===== src/rtl/la_stream_pkg.sv =====
// Shared encodings and defaults for the LA loopback stream checker.
// Optional capture of the first bad word is enabled by LA_STREAM_CAPTURE_EN.
package la_stream_pkg;

    localparam logic [1:0] ST_IDLE = 2'b00;
    localparam logic [1:0] ST_RUN  = 2'b01;
    localparam logic [1:0] ST_PASS = 2'b10;
    localparam logic [1:0] ST_FAIL = 2'b11;

    localparam logic [1:0] FC_MISMATCH = 2'b01;
    localparam logic [1:0] FC_TIMEOUT  = 2'b10;

    localparam logic [31:0] DEF_TAP_MASK = 32'h8020_0003;

    typedef enum logic [1:0] {
        S_IDLE = ST_IDLE,
        S_RUN  = ST_RUN,
        S_PASS = ST_PASS,
        S_FAIL = ST_FAIL
    } state_t;

    function automatic logic [15:0] fail_bits(
        input logic [1:0]  code,
        input logic [2:0]  idx,
        input logic [10:0] beat
    );
        return {code, idx, beat};
    endfunction

endpackage


===== src/rtl/la_lfsr_ch.sv =====
// Per-channel Fibonacci LFSR: seed load with zero fix-up, advance on match.
// Channel index is folded into the seed so channels run distinct sequences.
module la_lfsr_ch
    import la_stream_pkg::*;
#(
    parameter int          CH_W     = 32,
    parameter logic [31:0] TAP_MASK = DEF_TAP_MASK,
    parameter int          CH_IDX   = 0
) (
    input  logic            clk,
    input  logic            rst,
    input  logic            load,
    input  logic            adv,
    input  logic [CH_W-1:0] seed,
    output logic [CH_W-1:0] value
);

    localparam logic [CH_W-1:0] TAPS = TAP_MASK[CH_W-1:0];
    localparam logic [CH_W-1:0] KOFS = CH_W'(CH_IDX);

    logic [CH_W-1:0] seed_k;
    logic            fb;

    assign seed_k = seed ^ KOFS;
    assign fb     = ^(value & TAPS);

    always_ff @(posedge clk or posedge rst) begin
        if (rst) begin
            value <= '0;
        end else if (load) begin
            // an all-zero state would lock the LFSR
            value <= (seed_k == '0) ? CH_W'(1) : seed_k;
        end else if (adv) begin
            value <= {value[CH_W-2:0], fb};
        end
    end

endmodule


===== config.mk =====
export PLATFORM = sky130hd
export DESIGN_NAME = la_lfsr_ch
export DESIGN_NICKNAME = d
export VERILOG_FILES = /design/src/rtl/la_stream_pkg.sv /design/src/rtl/la_lfsr_ch.sv
export SDC_FILE = /design/constraint.sdc
export NUM_CORES = 1
export LEC_CHECK = 0
export CELL_PAD_IN_SITES_DETAIL_PLACEMENT = 0
export CELL_PAD_IN_SITES_GLOBAL_PLACEMENT = 1
export CORE_MARGIN = 10
export CORE_UTILIZATION = 31
export DETAILED_ROUTE_END_ITERATION = 7
export GPL_TIMING_DRIVEN = 1
export PLACE_DENSITY = 0.78
export SKIP_LAST_GASP = 1
export SLEW_MARGIN = 25
export SYNTH_ARGS = -nofsm -noshare
export SYNTH_HDL_FRONTEND = slang
export SYNTH_SLANG_ARGS = --single-unit
export TNS_END_PERCENT = 5

===== constraint.sdc =====
create_clock -name clk -period 1.45 [get_ports clk]
set_clock_uncertainty 0.15 [all_clocks]
set_input_delay 0.29 -clock clk [delete_from_list [all_inputs] [get_ports clk]]
set_output_delay 0.29 -clock clk [all_outputs]
set_load 0.02 [all_outputs]

==> run_results.csv <==
group,metric,value,unit
placed_design,dpl_worst_slack,-402,ps
yosys,yosysSeqAreaShare,51.4,%
clocking,cts_tree,"built",
clocking,cts_setup_buffers,0,
clocking,cts_sinks,32,
layout,n_antenna_cell,0,
layout,largest_reg_flops,32,
floorplanning,start_util,32.5,%
sta,setup_ws,-248,ps
clocking,cts_root_buf,"clkbuf_8",
worst_setup_path,worstPathRequired,1010,ps
sta,finalHoldViolCount,0,
worst_setup_path,cp_max_fo,2,
placed_design,port_buffers,67,
global_route,globalRouteTotalUtil,11.8,%
worst_setup_path,timing_worst_setup_path_type,"reg2out",
placed_design,gp_congestion,0.736,
yosys,yosys_warnings,0,
power,switching_power,768,uW
layout,final_nets,298,
status,status,"finished with violations",
floorplanning,rows,25,
sta,hold_ws,185,ps
yosys,syn_avg_cell_area,10.2,um2
worst_setup_path,cp_top_family,"buffers and inverters",
placed_design,dpl.hpwl,3800,um
power,power.share.combinational,32.6,%
status,violations,"setup timing",
layout,drive_gt1_share,21.7,%
yosys,syn_inst,153,
global_route,antenna_found_initial,0,
worst_setup_path,cp_num_cells,1,
floorplanning,die_w,90.9,um
detailed_routing,post-route-drc-count,0,
sta,maxSlewViolCount,0,
floorplanning,die_area,8260,um2
sta,setup_violations,22,
clocking,htreeDepth,2,
power,switching_share,29.5,%
yosys,synth_seq_cells,32,
detailed_routing,avgRoutedWirePerCell,14.5,um
worst_setup_path,critPathBufInv,1,
detailed_routing,drt_iter0_markers,39,
layout,largestRegisters,"value x32",
placed_design,placed_cell_area,2650,um2
floorplanning,core_area,4790,um2
global_route,gr-total-overflow,0,
detailed_routing,drt_wl_total,4800,um
worst_setup_path,critPathLaunch,"value[19]$_DFFE_PP0P_",
worst_setup_path,worst_path_largest_cell_delay,630,ps
power,leakage,1.30,nW
clocking,cts_resized,13,
layout,regMostFlops,"value",
clocking,numCtsBuffers,5,
hold_path,hold_path_class,"in2async",
power,seqPwrFrac,40.1,%
power,pwr-share-clk,27.3,%
power,ir_drop,619,uV
power,p_per_area,956,nW/um2
worst_setup_path,r2r_start,"value[1]$_DFFE_PP0P_",
power,total_power,2.60,mW
worst_setup_path,worstPathCellList,"clkdlybuf4s50_1",
detailed_routing,antenna_left,0,
run,timing.max_cap.violations,0,
sta,period_needed,1700,ps
worst_setup_path,critical_path.startpoint_type,"flop",
worst_setup_path,crit_arrival,1260,ps
layout,nFillCells,442,
detailed_routing,first_pass_iters,4,
sta,rsz0062_at_grt,"yes",
floorplanning,die_h,90.9,um
worst_setup_path,slowest_stage,"clkdlybuf4s50_1",
sta,fmax,589,MHz
global_route,grt_max_degree,41,
worst_setup_path,reg2reg_depth,5,
worst_setup_path,critPathCaptureType,"primary output",
global_route,grt_pass1_wl,8000,um
sta,worstMarginPinSlew,334,ps
yosys,synth.distinct_cells,14,
detailed_routing,via_per_inst,4.60,
global_route,grt_pass1_vias,1640,
sta,fin_tns_setup,-4280,ps
layout,stdcell_area,2720,um2
sta,slew_headroom,77.5,%
clocking,holdBufCountCts,0,
sta,period_share,117,%
clocking,path_clk_slew,70,ps
floorplanning,ios,68,
power,p_int,1.84,mW
yosys,syn_area,1560,um2
layout,syn_to_final_growth,74.9,%
clocking,clk_latency,280,ps
yosys,syn_nets,189,
clocking,clock_path_buffers,2,
detailed_routing,via_count,1517,
==> cell type report <==
type                       instances  area (um2)  share of cell area [%]
inverter                           1        3.75                   0.138
clock buffer                       6        82.6                    3.03
clock inverter                     2        10.0                   0.367
timing repair buffer             113        1040                    38.3
multi-input combinational        109         699                    25.7
tap                               67        83.8                    3.08
sequential                        32         802                    29.4
==> routing by layer <==
layer | track usage (%) | vias up | wire [um]
met5 | 0 | - | 0
li1 | - | 759 | -
met4 | 3.13 | 0 | 50
met2 | 19.7 | 43 | 2350
met3 | 6.07 | 8 | 419
met1 | 13.0 | 707 | 1980
==> power groups by stage <==
stage	logic, mW	registers (mW)	clock network, mW
finish	0.849	1.05	0.710
global route	0.926	1.06	0.789
CTS	0.865	1.05	0.741
detailed placement	0.889	1.06	0
global placement	0.884	1.06	0
floorplan	0.214	1.20	0
==> path summary, 6_finish.rpt <==
| check | to | slack [ps] |
|---|---|---|
| worst max-delay path | value[19] | -250 |
| worst min-delay path | value[20]$_DFFE_PP0P_ | 190 |
| worst max register to register | value[0]$_DFFE_PP0P_ | 30 |
| worst min register to register | value[6]$_DFFE_PP0P_ | 440 |
| max in group asynchronous | value[21]$_DFFE_PP0P_ | 780 |
| min in group clk | value[1]$_DFFE_PP0P_ | 240 |
==> cell usage in the layout (no fill, tap or decap), drive strengths merged <==
cell type,count
nand4,2
clkinv,2
nor2b,1
dlymetal6s2s,1
buf,48
nand2,32
dlygate4sd2,13
inv,1
clkbuf,6
clkdlybuf4s50,51
o21a,1
mux2i,31
nor4,8
xor3,1
dfrtp,32
xnor2,1
o21ai,32
==> per-stage QoR <==
stage / utilization [%] / std cells
4_1_cts: 56.9 / 330
3_3_place_gp: 55.3 / 322
2_1_floorplan: - / 153
6_report: 56.9 / 330
5_1_grt: 56.9 / 330
3_5_place_dp: 55.3 / 322
==> cell usage after synthesis, drive strengths merged <==
library cell   n  area share (%)
nand4          2            0.80
xor3           1             1.5
o21ai         32              10
buf            4             1.8
mux2i         31              20
o21a           1            0.48
nor2b          1            0.40
clkbuf         7             1.7
nand2         32             7.7
xnor2          1            0.56
dfrtp         32              51
inv            1            0.24
nor4           8             3.2
==> cells by family after synthesis <==
family | after synthesis | share of synthesized area (%)
buffers and inverters | 12 | 3.69
muxes | 31 | 19.9
xor gates and xnor gates | 2 | 2.09
AOI/OAI and AO/OA | 33 | 10.8
and+or+nand+nor | 43 | 12.1
DFF | 32 | 51.4
Power figures use the tool's default switching activity.
